$ cat config.mk
export PLATFORM = sky130hd
export DESIGN_NAME = hwclk_timer_mmio_flat
export DESIGN_NICKNAME = d
export VERILOG_FILES = /design/src/rtl/hwclk_timer_mmio_pkg.sv /design/src/rtl/hwclk_timer_mmio_if.sv /design/src/rtl/hwclk_timer_mmio_prescaler.sv /design/src/rtl/hwclk_timer_mmio.sv /design/src/flat_wrapper.sv
export SDC_FILE = /design/constraint.sdc
export NUM_CORES = 1
export LEC_CHECK = 0
export BUFFER_PORTS_ARGS = -buffer_cell sky130_fd_sc_hd__buf_2
export CAP_MARGIN = 20
export CELL_PAD_IN_SITES_DETAIL_PLACEMENT = 0
export CELL_PAD_IN_SITES_GLOBAL_PLACEMENT = 2
export CORE_ASPECT_RATIO = 0.8
export CORE_MARGIN = 2
export CORE_UTILIZATION = 35
export CTS_BUF_LIST = sky130_fd_sc_hd__clkbuf_2
export DETAILED_ROUTE_END_ITERATION = 7
export GPL_TIMING_DRIVEN = 0
export PLACE_DENSITY = 0.81
export SLEW_MARGIN = 15
export SYNTH_ARGS = -nofsm -noshare
export SYNTH_HDL_FRONTEND = slang
export SYNTH_SLANG_ARGS = --single-unit
$ cat constraint.sdc
create_clock -name clk -period 12.1 [get_ports clk]
set_clock_uncertainty 0.2 [all_clocks]
set_input_delay 2.42 -clock clk [delete_from_list [all_inputs] [get_ports clk]]
set_output_delay 2.42 -clock clk [all_outputs]
set_load 0.01 [all_outputs]
$ cat src/rtl/hwclk_timer_mmio_pkg.sv
// Shared definitions for the MMIO hardware timer.
//  - Byte offsets of the register window.
//  - ctrl_t: layout of the CTRL register ({reload, run}, run in bit 0).
//  - STATUS bit positions: match flags at [NUM_CH-1:0], overflow at [NUM_CH].
`timescale 1ns/1ps
package t03_timer_pkg;

    localparam logic [7:0] OFS_CTRL     = 8'h00;
    localparam logic [7:0] OFS_PRESC    = 8'h04;
    localparam logic [7:0] OFS_COUNT    = 8'h08;
    localparam logic [7:0] OFS_STATUS   = 8'h0C;
    localparam logic [7:0] OFS_IRQ_EN   = 8'h10;
    localparam logic [7:0] OFS_CMP_BASE = 8'h20;

    typedef struct packed {
        logic reload;  // bit 1: counter returns to 0 on a CH0 match
        logic run;     // bit 0: counting enabled
    } ctrl_t;

    localparam int STATUS_MATCH_LSB = 0;

    // Overflow flag sits directly above the per-channel match flags.
    function automatic int status_ovf_bit(input int num_ch);
        return num_ch;
    endfunction

endpackage

$ cat src/rtl/hwclk_timer_mmio_if.sv
// CPU-side MMIO bus of the timer.
//  addr  : byte address (bits [1:0] ignored)
//  wdata : write data
//  wen   : write request pulse
//  ren   : read request pulse
//  rdata : read data, valid with ack and held afterwards
//  ack   : one-cycle completion pulse
//  irq   : level interrupt from the timer
`timescale 1ns/1ps
interface hwclk_timer_mmio_if #(
    parameter int ADDR_W = 6
);
    logic [ADDR_W-1:0] addr;
    logic [31:0]       wdata;
    logic              wen;
    logic              ren;
    logic [31:0]       rdata;
    logic              ack;
    logic              irq;

    modport master (
        output addr, wdata, wen, ren,
        input  rdata, ack, irq
    );

    modport slave (
        input  addr, wdata, wen, ren,
        output rdata, ack, irq
    );
endinterface

$ cat src/rtl/hwclk_timer_mmio_prescaler.sv
// Prescaler phase counter for the timer.
//  clk   : system clock
//  rst   : asynchronous reset, active-high
//  run   : advance phase; when low the phase is frozen
//  presc : tick every presc+1 clocks
//  clr   : restart the phase at 0 (COUNT write)
//  tick  : combinational, high in the cycle the counter should advance
`timescale 1ns/1ps
module hwclk_prescaler #(
    parameter int PRESCALE_W = 16
) (
    input  logic                  clk,
    input  logic                  rst,
    input  logic                  run,
    input  logic [PRESCALE_W-1:0] presc,
    input  logic                  clr,
    output logic                  tick
);

    logic [PRESCALE_W-1:0] phase;

    // >= rather than == so that lowering PRESC below the current phase
    // ticks on the next running cycle instead of wrapping the whole phase range.
    assign tick = run & (phase >= presc);

    always_ff @(posedge clk or posedge rst) begin
        if (rst)       phase <= '0;
        else if (clr)  phase <= '0;
        else if (tick) phase <= '0;
        else if (run)  phase <= phase + 1'b1;
    end

endmodule

$ cat src/rtl/hwclk_timer_mmio.sv
// Memory-mapped hardware timer: free-running prescaled counter, NUM_CH compare
// channels, sticky match/overflow flags and a registered level interrupt.
//  clk : system clock
//  rst : asynchronous reset, active-high
//  bus : MMIO slave port (addr, wdata, wen, ren -> rdata, ack, irq)
// Every request sampled in cycle N is acked in N+1; reads return the register
// value as of cycle N. wen+ren together is treated as a write.
`timescale 1ns/1ps
module hwclk_timer_mmio
    import t03_timer_pkg::*;
#(
    parameter int NUM_CH     = 2,
    parameter int WIDTH      = 32,
    parameter int PRESCALE_W = 16,
    parameter int ADDR_W     = 6
) (
    input  logic              clk,
    input  logic              rst,
    hwclk_timer_mmio_if.slave bus
);

    localparam int SW  = NUM_CH + 1;
    localparam int OVF = status_ovf_bit(NUM_CH);

    ctrl_t                        ctrl;
    logic [PRESCALE_W-1:0]        presc;
    logic [WIDTH-1:0]             count;
    logic [SW-1:0]                status;
    logic [SW-1:0]                irq_en;
    logic [NUM_CH-1:0][WIDTH-1:0] cmp;

    logic [31:0] rdata_q;
    logic        ack_q;
    logic        irq_q;

    // ---------------- decode ----------------
    logic [31:0]       a32;
    logic              wr, rd;
    logic              sel_ctrl, sel_presc, sel_count, sel_status, sel_irq_en;
    logic [NUM_CH-1:0] sel_cmp;

    assign a32        = 32'(bus.addr) & ~32'h3;
    assign wr         = bus.wen;
    assign rd         = bus.ren & ~bus.wen;
    assign sel_ctrl   = (a32 == 32'(OFS_CTRL));
    assign sel_presc  = (a32 == 32'(OFS_PRESC));
    assign sel_count  = (a32 == 32'(OFS_COUNT));
    assign sel_status = (a32 == 32'(OFS_STATUS));
    assign sel_irq_en = (a32 == 32'(OFS_IRQ_EN));

    for (genvar i = 0; i < NUM_CH; i++) begin : g_sel
        assign sel_cmp[i] = (a32 == 32'(OFS_CMP_BASE) + 32'(4 * i));
    end

    logic unused_wdata;
    assign unused_wdata = ^bus.wdata;

    // ---------------- tick ----------------
    logic count_wr, tick, adv;

    assign count_wr = wr & sel_count;

    hwclk_prescaler #(.PRESCALE_W(PRESCALE_W)) u_presc (
        .clk   (clk),
        .rst   (rst),
        .run   (ctrl.run),
        .presc (presc),
        .clr   (count_wr),
        .tick  (tick)
    );

    // A COUNT write wins over a tick in the same cycle and suppresses its flags.
    assign adv = tick & ~count_wr;

    // ---------------- compare / flags ----------------
    logic [WIDTH-1:0]  cnt_inc;
    logic [NUM_CH-1:0] match;
    logic [SW-1:0]     set_mask, clr_mask;

    assign cnt_inc = count + 1'b1;

    // Compares against the CMP value currently held, so a CMP write landing
    // in the same cycle only affects later ticks.
    for (genvar i = 0; i < NUM_CH; i++) begin : g_ch
        assign match[i]                  = (cnt_inc == cmp[i]);
        assign set_mask[STATUS_MATCH_LSB + i] = adv & match[i];
    end
    assign set_mask[OVF] = adv & (&count);

    assign clr_mask = (wr & sel_status) ? bus.wdata[SW-1:0] : '0;

    // ---------------- registers ----------------
    always_ff @(posedge clk or posedge rst) begin
        if (rst) begin
            ctrl   <= '0;
            presc  <= '0;
            irq_en <= '0;
            cmp    <= '1;
        end else if (wr) begin
            if (sel_ctrl)   ctrl   <= ctrl_t'(bus.wdata[1:0]);
            if (sel_presc)  presc  <= bus.wdata[PRESCALE_W-1:0];
            if (sel_irq_en) irq_en <= bus.wdata[SW-1:0];
            for (int i = 0; i < NUM_CH; i++)
                if (sel_cmp[i]) cmp[i] <= bus.wdata[WIDTH-1:0];
        end
    end

    always_ff @(posedge clk or posedge rst) begin
        if (rst)           count <= '0;
        else if (count_wr) count <= bus.wdata[WIDTH-1:0];
        else if (adv)      count <= (ctrl.reload && match[0]) ? '0 : cnt_inc;
    end

    // Set takes priority over a same-cycle write-1-to-clear.
    always_ff @(posedge clk or posedge rst) begin
        if (rst) status <= '0;
        else     status <= (status & ~clr_mask) | set_mask;
    end

    // ---------------- read mux / handshake ----------------
    logic [31:0] rd_val;

    always_comb begin
        rd_val = '0;
        if (sel_ctrl)   rd_val = 32'(ctrl);
        if (sel_presc)  rd_val = 32'(presc);
        if (sel_count)  rd_val = 32'(count);
        if (sel_status) rd_val = 32'(status);
        if (sel_irq_en) rd_val = 32'(irq_en);
        for (int i = 0; i < NUM_CH; i++)
            if (sel_cmp[i]) rd_val = 32'(cmp[i]);
    end

    always_ff @(posedge clk or posedge rst) begin
        if (rst) begin
            ack_q   <= 1'b0;
            rdata_q <= '0;
            irq_q   <= 1'b0;
        end else begin
            ack_q <= bus.wen | bus.ren;
            if (rd) rdata_q <= rd_val;
            irq_q <= |(status & irq_en);
        end
    end

    assign bus.rdata = rdata_q;
    assign bus.ack   = ack_q;
    assign bus.irq   = irq_q;

endmodule

$ cat src/flat_wrapper.sv
// flat-port wrapper written by rule: the top's interface ports become plain ports
module hwclk_timer_mmio_flat import t03_timer_pkg::*;
#(
    parameter int NUM_CH     = 2,
    parameter int WIDTH      = 32,
    parameter int PRESCALE_W = 16,
    parameter int ADDR_W     = 6
)
  (clk, rst, bus_addr, bus_wdata, bus_wen, bus_ren, bus_rdata, bus_ack, bus_irq);
  hwclk_timer_mmio_if #(.ADDR_W(ADDR_W)) bus_i ();
  input  logic clk;
  input  logic rst;
  input wire logic [$bits(bus_i.addr)-1:0] bus_addr;
  input wire logic [$bits(bus_i.wdata)-1:0] bus_wdata;
  input wire logic [$bits(bus_i.wen)-1:0] bus_wen;
  input wire logic [$bits(bus_i.ren)-1:0] bus_ren;
  output wire logic [$bits(bus_i.rdata)-1:0] bus_rdata;
  output wire logic [$bits(bus_i.ack)-1:0] bus_ack;
  output wire logic [$bits(bus_i.irq)-1:0] bus_irq;
  assign bus_i.addr = bus_addr;
  assign bus_i.wdata = bus_wdata;
  assign bus_i.wen = bus_wen;
  assign bus_i.ren = bus_ren;
  assign bus_rdata = bus_i.rdata;
  assign bus_ack = bus_i.ack;
  assign bus_irq = bus_i.irq;
  hwclk_timer_mmio #(.NUM_CH(NUM_CH), .WIDTH(WIDTH), .PRESCALE_W(PRESCALE_W), .ADDR_W(ADDR_W)) u_core (.clk(clk), .rst(rst), .bus(bus_i));
endmodule
# Yosys cells after proc, flatten, opt, wreduce, memory -nomap -nowiden
# Cells that the tools add are included.
# classes
addsub	2
order_cmp	1
n_eq_ne	8
mux	14
n_bitwise	15
reduce_logical	11
# op_table
cell	n
$mux W32	8
$eq A32 B32 Y1	2
$mux W16	4
$add A32 B1 Y32 const B	1
$logic_not A32 Y1	1
$reduce_and A32 Y1	1
$add A16 B1 Y16 const B	1
$ge A16 B16 Y1	1
$reduce_and A2 Y1	5
$and A1 B1 Y1	8
$eq A4 B2 Y1 const B	2
$eq A4 B4 Y1 const B	2
$and A3 B3 Y3	2
$eq A4 B1 Y1 const B	1
$eq A4 B3 Y1 const B	1
$mux W3	1
$not A3 Y3	1
$or A3 B3 Y3	1
$reduce_bool A3 Y1	1
$reduce_or A3 Y1	1
$mux W2	1
$not A1 Y1	2
$reduce_bool A2 Y1	1
$logic_and A1 B1 Y1	1
$or A1 B1 Y1	1
# totals
reg_bits	170

# Depth between registers and ports, before layout
# Gate-level depths: netlist of the first run.
# logic_depth
word_depth	8
mapped_depth	13
mapped_depth_nobuf	11

# By module
# From an unflattened synthesis of the first run, not the netlist that was laid out.
# hier_totals
cells_unflattened	1101
area_unflattened_um2	10879.2
# modules_own_cells
module	instances	cells_per_inst	area_per_inst_um2	seq_area_each_um2
hwclk_timer_mmio	1	950	9514.1	3933.8
hwclk_prescaler	1	151	1365.1	400.4

# Worst setup path before layout of the first run
# Ideal clock, no wire load.
# synth_path
kind	in2reg
startpoint	input bus_addr[3]
endpoint	register u_core.cmp[39] in the netlist's numbering
setup_ns	0.082
arrival_time_ns	4.150
required_time_ns	11.818
setup_slack_ns	7.668
path_stages	8
path_cell_list	clkbuf_1 -> nor2b_1 -> clkbuf_1 -> and3b_1 -> clkbuf_1 -> nand2_1 -> clkbuf_1 -> mux2_2
# synth_between
elab_chain_len	2
# synth_lines
element	line	rtl
from (decl)	flat_wrapper.sv:13	input wire logic [$bits(bus_i.addr)-1:0] bus_addr;
$eq A4 B4 Y1	hwclk_timer_mmio.sv:52	assign sel_cmp[i] = (a32 == 32'(OFS_CMP_BASE) + 32'(4 * i));
$reduce_and A2 Y1 (no line)	-	
to (signal, indexed assignment)	hwclk_timer_mmio.sv:104	if (sel_cmp[i]) cmp[i] <= bus.wdata[WIDTH-1:0];
to (decl)	hwclk_timer_mmio.sv:30	logic [NUM_CH-1:0][WIDTH-1:0] cmp;
# Every way passes these cells.
# A chain may end at the register's enable or synchronous reset.

# Worst setup path after layout of the first run
# layout_path
startpoint	input bus_addr[2]
endpoint	register u_core.cmp[47] in the netlist's numbering
# The elaborated chain is that of the path after synthesis.

==> flow_metrics.env, run 1 <==
export IMPL_grt_ovfl_total=0
export IMPL_dieWidth_microns=197.8
export IMPL_rr_worst_depth=11
export IMPL_avgSynthCellArea_sq_um=9.286
export IMPL_postRouteAntennaNets=0
export IMPL_port_buffers=70
export IMPL_vias_per_cell=5.770
export IMPL_fp_row_count=56
export IMPL_synth_edf_count=0
export IMPL_max_freq_ghz=0.2021
export IMPL_core_area_sq_um=29430
export IMPL_dr_pass1_iters=6
export IMPL_maxCapViolations=0
export IMPL_hp_class="reg2reg"
export IMPL_synth_seq_cells=170
export IMPL_ys_top_cells_by_area="dfrtp_1, dfstp_2, mux2_2"
export IMPL_hpwl_microns=28090
export IMPL_drt_iter0_drc=911
export IMPL_critPathLaunchType="input pin"
export IMPL_p_leak_nw=4.990
export IMPL_routed_wirelength_microns=37370
export IMPL_insertion_delay_ns=0.87
export IMPL_fin_nets=1283
export IMPL_syn_inst=1132
export IMPL_syn_to_final_growth_pct=11.00
export IMPL_antenna_found_initial=1
export IMPL_grt_max_degree=87
export IMPL_setup_viol=0
export IMPL_fin_crit_sh_pct=40.90
export IMPL_layout_min_cycle_time_ns=4.949
export IMPL_fin_area_sq_um=11670
export IMPL_critPathKind="in2reg"
export IMPL_powerDensity_nw_per_um2=178.0
export IMPL_tns_ns=0
export IMPL_synth_main_ff_cell="dfrtp_1"
export IMPL_crit_path_end_kind="register"
export IMPL_worstMarginPinSlew_ns=0.8963
export IMPL_ys_seq_area_share_pct=41.23
export IMPL_rsz0062_at_grt="no"
export IMPL_yosys_cell_types_count=71
export IMPL_num_vias=9313
export IMPL_drive_above_1_share_pct=22.57
export IMPL_syn_cell_area_sq_um=10510
export IMPL_cts_hold_buf=0
export IMPL_min_path_cells=2
export IMPL_pin_count=76
export IMPL_clkSinkCount=170
export IMPL_required_ns=12.64
export IMPL_slew_violations=0
export IMPL_route_detailed_drc=0
export IMPL_placedInstanceArea_sq_um=11380
export IMPL_grt_pass1_vias=8820
export IMPL_place_congestion=0.9391
export IMPL_grt_pass1_wl_microns=56770
export IMPL_finalCoreUtilization_pct=39.65
export IMPL_final_common_cell="nor2_1"
export IMPL_netlist_top_cell_by_area="dfrtp_1"
export IMPL_cts_htree_levels=4
export IMPL_status="finished clean"
export IMPL_yosys_warnings=0
export IMPL_die_area_sq_um=31440
export IMPL_hold_violations=0
export IMPL_clk_pin_slew_ns=0.27
export IMPL_track_usage_pct=24.18
export IMPL_final_cell_mix="nor2_1, dfrtp_1, nand2_1"
export IMPL_postCtsSetupBuffers=0
export IMPL_initial_core_util_pct=35.72
export IMPL_cts_resized=0
export IMPL_vdd_drop_max_v=0.00007458
export IMPL_synth_top_area_share_pct=25.24
export IMPL_fin_cells=1614
export IMPL_max_slew_margin_pct=38.70
export IMPL_cts_tree="built"
export IMPL_fillCellCount=3013
export IMPL_dp_cells=1581
export IMPL_whs_ns=0.3103
export IMPL_syn_num_nets=1192
export IMPL_crit_fanout=10
export IMPL_detail_route_wl_per_cell_microns=23.15
export IMPL_cts_root_buf="clkbuf_2"
export IMPL_die_height_microns=159
export IMPL_cp_arrival_ns=5.49
export IMPL_cts_buffer_depth=2
export IMPL_cts_buffers=17
export IMPL_async_flop_share_pct=100.0
## worst paths after layout
| check | startpoint | endpoint | slack, ns |
|---|---|---|---|
| max in group asynchronous | rst | u_core.cmp[25]$_DFFE_PP1P_ | 9.38 |
| min | u_core.cmp[49]$_DFFE_PP1P_ | u_core.bus.rdata[17]$_DFFE_PP0P_ | 0.31 |
| min in group asynchronous | rst | u_core.count[5]$_DFFE_PP0P_ | 1.38 |
| max | bus_addr[2] | u_core.cmp[47]$_DFFE_PP1P_ | 7.15 |
| max reg2reg | u_core.count[1]$_DFFE_PP0P_ | u_core.count[11]$_DFFE_PP0P_ | 7.19 |
| min reg2reg | u_core.cmp[49]$_DFFE_PP1P_ | u_core.bus.rdata[17]$_DFFE_PP0P_ | 0.31 |
## Yosys cell counts, types with 3 or more instances
cell type / instances
a2111oi_0: 3
a21o_1: 30
a21oi_1: 80
a222oi_1: 15
a22o_1: 16
a22oi_1: 19
a31oi_1: 24
and2_1: 4
and3_1: 7
and4_1: 7
buf_2: 15
buf_4: 7
clkbuf_1: 65
dfrtp_1: 106
dfstp_2: 64
ha_1: 18
inv_1: 33
mux2_2: 71
nand2_1: 96
nand2b_1: 4
nand3_1: 45
nand3b_1: 4
nand4_1: 26
nand4b_1: 9
nor2_1: 121
nor2b_1: 7
nor3_1: 13
nor3b_1: 3
nor4_1: 10
nor4b_1: 4
o211ai_1: 5
o21ai_0: 35
o21ai_1: 5
o31ai_1: 4
o32ai_1: 4
or3_1: 13
or4_1: 5
xnor2_1: 53
xnor3_1: 4
xor2_1: 36
## registers in the layout, summed over array words and instances, names as in the netlist
signal	cells
u_core.ctrl	2
u_core.status	3
u_core.cmp	64
u_core.irq_en	3
u_core.count	32
u_core.presc	16
u_core.bus.rdata	32
u_core.bus.irq	1
u_core.u_presc.phase	16
u_core.bus.ack	1
## where the power goes
group          switching [W]  internal [W]
combinational       0.000537      0.000365
sequential          0.000106      0.000701
clock               0.000229      0.000139
## layer usage
layer  part of all wire (%)  GRT usage (%)
met4                    1.6          5.502
met5                      0              0
met3                    7.9          5.592
met2                     41          33.47
met1                     50          37.65
## metrics by stage
stage | total power (W) | setup slack, ns
after floorplan | 0.001401 | 4.982
after global placement | 0.001686 | 2.611
after detailed placement | 0.001692 | 6.437
after CTS | 0.002069 | 7.341
after global routing | 0.002203 | 7.025
final | 0.002076 | 7.151
## cell type report
type                            instances  area [sq um]  area share (%)
Antenna cell                            1         2.502         0.02145
Timing Repair Buffer                   72         382.9           3.282
Buffer                                 90         390.4           3.346
Tap cell                              377         471.7           4.043
Multi-Input combinational cell        838          5665           48.56
Inverter                               34         135.1           1.158
Sequential cell                       170          4334           37.15
Clock buffer                           18         90.09          0.7721
Clock inverter                         14         195.2           1.673
## critical path: stages
cell and delay (ns):
clkbuf_1 0.35, nor2b_1 0.19, clkbuf_1 0.49, and3b_1 0.25, clkbuf_1 0.45, nand2_1 0.53
clkbuf_1 0.44, mux2_2 0.38
## cell families after synthesis
family                   after synthesis  share of synthesized area (%)
flip-flops                           170                          41.23
adder cells (fa/ha/maj)               18                          2.143
AND/OR/NAND/NOR                      393                          18.94
AO/OA/AOI/OAI                        260                          16.36
multiplexers                          74                          8.130
XOR/XNOR                              93                          8.273
buffers and inverters                124                          4.928
(Power assumes the default switching activity.)
==> run 2: changes to the inputs <==
--- a/config.mk
+++ b/config.mk
@@ -5,17 +5,18 @@
 export SDC_FILE = /design/constraint.sdc
 export NUM_CORES = 1
 export LEC_CHECK = 0
+export ABC_AREA = 1
 export BUFFER_PORTS_ARGS = -buffer_cell sky130_fd_sc_hd__buf_2
 export CAP_MARGIN = 20
 export CELL_PAD_IN_SITES_DETAIL_PLACEMENT = 0
 export CELL_PAD_IN_SITES_GLOBAL_PLACEMENT = 2
 export CORE_ASPECT_RATIO = 0.8
 export CORE_MARGIN = 2
-export CORE_UTILIZATION = 35
+export CORE_UTILIZATION = 33
 export CTS_BUF_LIST = sky130_fd_sc_hd__clkbuf_2
 export DETAILED_ROUTE_END_ITERATION = 7
 export GPL_TIMING_DRIVEN = 0
-export PLACE_DENSITY = 0.81
+export PLACE_DENSITY = 0.86
 export SLEW_MARGIN = 15
 export SYNTH_ARGS = -nofsm -noshare
 export SYNTH_HDL_FRONTEND = slang
==> constraint.sdc (replaced) <==
create_clock -name clk -period 4.4 [get_ports clk]
set_clock_uncertainty 0.2 [all_clocks]
set_input_delay 0.88 -clock clk [delete_from_list [all_inputs] [get_ports clk]]
set_output_delay 0.88 -clock clk [all_outputs]
set_load 0.01 [all_outputs]
==> flow_metrics.env, run 2 <==
export IMPL_status="finished clean"
export IMPL_ys_top_cells_by_area="dfrtp_1, dfstp_2, nand2_1"
export IMPL_cts_root_buf="clkbuf_2"
export IMPL_pin_count=76
export IMPL_whs_ns=0.06706
export IMPL_largest_reg_flops=64
export IMPL_die_area_sq_um=32330
export IMPL_synth_top_family_by_area="simple AND/OR/NAND/NOR gates"
export IMPL_initial_core_util_pct=33.56
export IMPL_synth_edf_count=0
export IMPL_largest_register="u_core.cmp"
export IMPL_vdd_drop_max_v=0.0001859
export IMPL_route_detailed_drc=0
export IMPL_final_cell_mix="nand2_1, inv_1, o21ai_0"
export IMPL_synth_common_cells="nand2_1, inv_1, o21ai_0"
export IMPL_cts_tree="built"
export IMPL_yosys_cell_types_count=43
export IMPL_share_comb_of_total_power_pct=34.4
export IMPL_p_leak_nw=5.231
export IMPL_required_ns=4.95
export IMPL_layout_min_cycle_time_ns=3.741
export IMPL_avgSynthCellArea_sq_um=7.185
export IMPL_synth_top_area_share_pct=26.02
export IMPL_hpwl_microns=28540
export IMPL_internal_power_w=0.002836
export IMPL_muxShareOfSynthArea_pct=0.2209
export IMPL_grt_pass1_vias=9073
export IMPL_drt_iter0_drc=869
export IMPL_yosysMostFrequentCell="nand2_1"
export IMPL_syn_inst=1419
export IMPL_ys_seq_area_share_pct=42.51
export IMPL_cp_arrival_ns=4.29
export IMPL_track_usage_pct=22.69
export IMPL_clk_pin_slew_ns=0.28
export IMPL_async_flop_share_pct=100.0
export IMPL_detail_route_wl_per_cell_microns=18.51
export IMPL_vias_per_cell=5.000
export IMPL_maxCapViolations=0
export IMPL_grt_ovfl_total=0
export IMPL_place_congestion=0.8841
export IMPL_fin_cells=1952
export IMPL_cts_buffer_depth=2
export IMPL_critPathKind="reg2reg"
export IMPL_syn_to_final_growth_pct=12.50
export IMPL_netlist_top_cell_by_area="dfrtp_1"
export IMPL_clkPwrFrac_pct=16.2
export IMPL_crit_fanout=10
export IMPL_max_slew_margin_pct=45.57
export IMPL_synth_seq_cells=170
export IMPL_p_sw_w=0.002072
export IMPL_syn_num_nets=1479
export IMPL_routed_wirelength_microns=36120
export IMPL_max_freq_ghz=0.2673
export IMPL_powerDensity_nw_per_um2=427.8
export IMPL_cts_buffers=17
export IMPL_worstMarginPinSlew_ns=0.8164
export IMPL_core_area_sq_um=30380
export IMPL_synth_main_ff_cell="dfrtp_1"
export IMPL_synth_xor_area_share_pct=3.399
export IMPL_hp_class="in2reg"
export IMPL_die_height_microns=161.2
export IMPL_clkSinkCount=170
export IMPL_synth_fa_ha_area_share_pct=2.209
export IMPL_fin_crit_sh_pct=85.01
export IMPL_synthSimpleGateAreaFrac_pct=32.45
export IMPL_cts_resized=0
export IMPL_dp_cells=1910
export IMPL_antenna_found_initial=1
export IMPL_cts_htree_levels=4
export IMPL_insertion_delay_ns=0.84
export IMPL_grt_pass1_wl_microns=55370
export IMPL_num_vias=9760
export IMPL_hold_violations=0
export IMPL_seq_power_share_pct=49.3
export IMPL_fin_nets=1583
export IMPL_syn_cell_area_sq_um=10200
export IMPL_yosys_warnings=0
export IMPL_rsz0062_at_grt="no"
export IMPL_dr_pass1_iters=6
export IMPL_fp_row_count=57
export IMPL_port_buffers=72
export IMPL_dieWidth_microns=200.5
export IMPL_crit_path_end_kind="register"
export IMPL_setup_viol=0
export IMPL_switching_share_pct=42.21
export IMPL_critPathLaunchType="register"
export IMPL_postRouteAntennaNets=0
export IMPL_drive_above_1_share_pct=13.93
export IMPL_final_common_cell="nand2_1"
export IMPL_slew_violations=0
export IMPL_synth_compound_area_share_pct=11.14
export IMPL_grt_max_degree=34
-- run 2: changes by cell type after synthesis, moves of 16 or more --
cell / change
nand2_1: +345
inv_1: +123
o21ai_0: +110
nand3_1: +89
mux2_2: -69
a21oi_1: -63
xnor2_1: -41
a21o_1: -30
a31oi_1: -24
clkbuf_1: -21
a22oi_1: -19
a22o_1: -16
a41oi_1: +16
-- run 2: repair_timing --
action                    CTS  global route
buffers inserted            0             0
hold buffers                1             6
hold endpoints to repair    5            13
-- run 2: kinds of logic (layout without fill, tap and decap cells) --
logic type | after synthesis | in the layout
flip-flops | 170 | 170
AND/OR/NAND/NOR | 775 | 775
multiplexers | 2 | 2
other | 0 | 3
adder cells (fa/ha/maj) | 18 | 18
buffers and inverters | 212 | 329
AO/OA/AOI/OAI | 204 | 204
XOR/XNOR | 38 | 38
-- run 2: area by class of cell --
type                       instances  area [sq um]
fill                            3317         18910
antenna                            3         7.507
sequential                       170          4334
timing repair buffer              85         558.0
multi-input combinational       1037          5039
inverter                         160         604.3
tap                              413         516.7
clock buffer                      22         110.1
buffer                            52         222.7
clock inverter                    10         78.83
-- run 2: critical path, stage by stage (launching register included) --
cell and delay [ns]:
dfrtp_1 0.50, ha_1 0.32, nand2_1 0.06, o21ai_0 0.23, nand2_1 0.08, o211ai_1 0.10
nand2_1 0.07, nand3_1 0.08, nand2_1 0.19, nor2_1 0.66, clkbuf_1 0.62, nand3_1 0.39
nand2_1 0.13
-- run 2: worst paths after layout --
path	startpoint	endpoint	slack, ns	depth (start not counted)
worst max-delay path	u_core.u_presc.phase[3]$_DFFE_PP0P_	u_core.status[2]$_DFF_PP0_	0.66	12
worst min-delay path	bus_wdata[22]	u_core.cmp[22]$_DFFE_PP1P_	0.07	3
worst max register to register	u_core.u_presc.phase[3]$_DFFE_PP0P_	u_core.status[2]$_DFF_PP0_	0.66	12
worst min register to register	u_core.cmp[47]$_DFFE_PP1P_	u_core.cmp[47]$_DFFE_PP1P_	0.31	2
max in group asynchronous	rst	u_core.cmp[30]$_DFFE_PP1P_	2.41	7
min in group asynchronous	rst	u_core.presc[10]$_DFFE_PP0P_	0.38	3
-- run 2: routing by layer --
layer | global-route usage, % | routed length (microns) | up-vias
met5 | 0 | 0 | -
met4 | 4.040 | 206 | 0
met3 | 3.975 | 2249 | 13
met2 | 32.01 | 14750 | 238
met1 | 36.02 | 18910 | 4716
li1 | - | - | 4793
-- run 2: power by group through the flow --
stage | clock network (W) | registers [W] | logic, W
floorplan | 0 | 0.00230 | 0.00123
global route | 0.000889 | 0.00248 | 0.00193
detailed placement | 0 | 0.00244 | 0.00168
finish | 0.000797 | 0.00242 | 0.00169
CTS | 0.000816 | 0.00241 | 0.00169
global placement | 0 | 0.00243 | 0.00164
-- run 2: through the flow --
step	utilization, %	TNS [ns]	total power [W]	cell area (sq um)	setup WS, ns
2_1_floorplan	-	0	0.003524	10200	1.204
3_3_place_gp	36.46	-11.54	0.004075	11080	-0.1370
3_5_place_dp	36.88	0	0.004121	11200	0.5109
4_1_cts	37.53	0	0.004916	11400	0.7380
5_1_grt	37.74	0	0.005293	11470	0.5119
6_report	37.76	0	0.004908	11470	0.6594
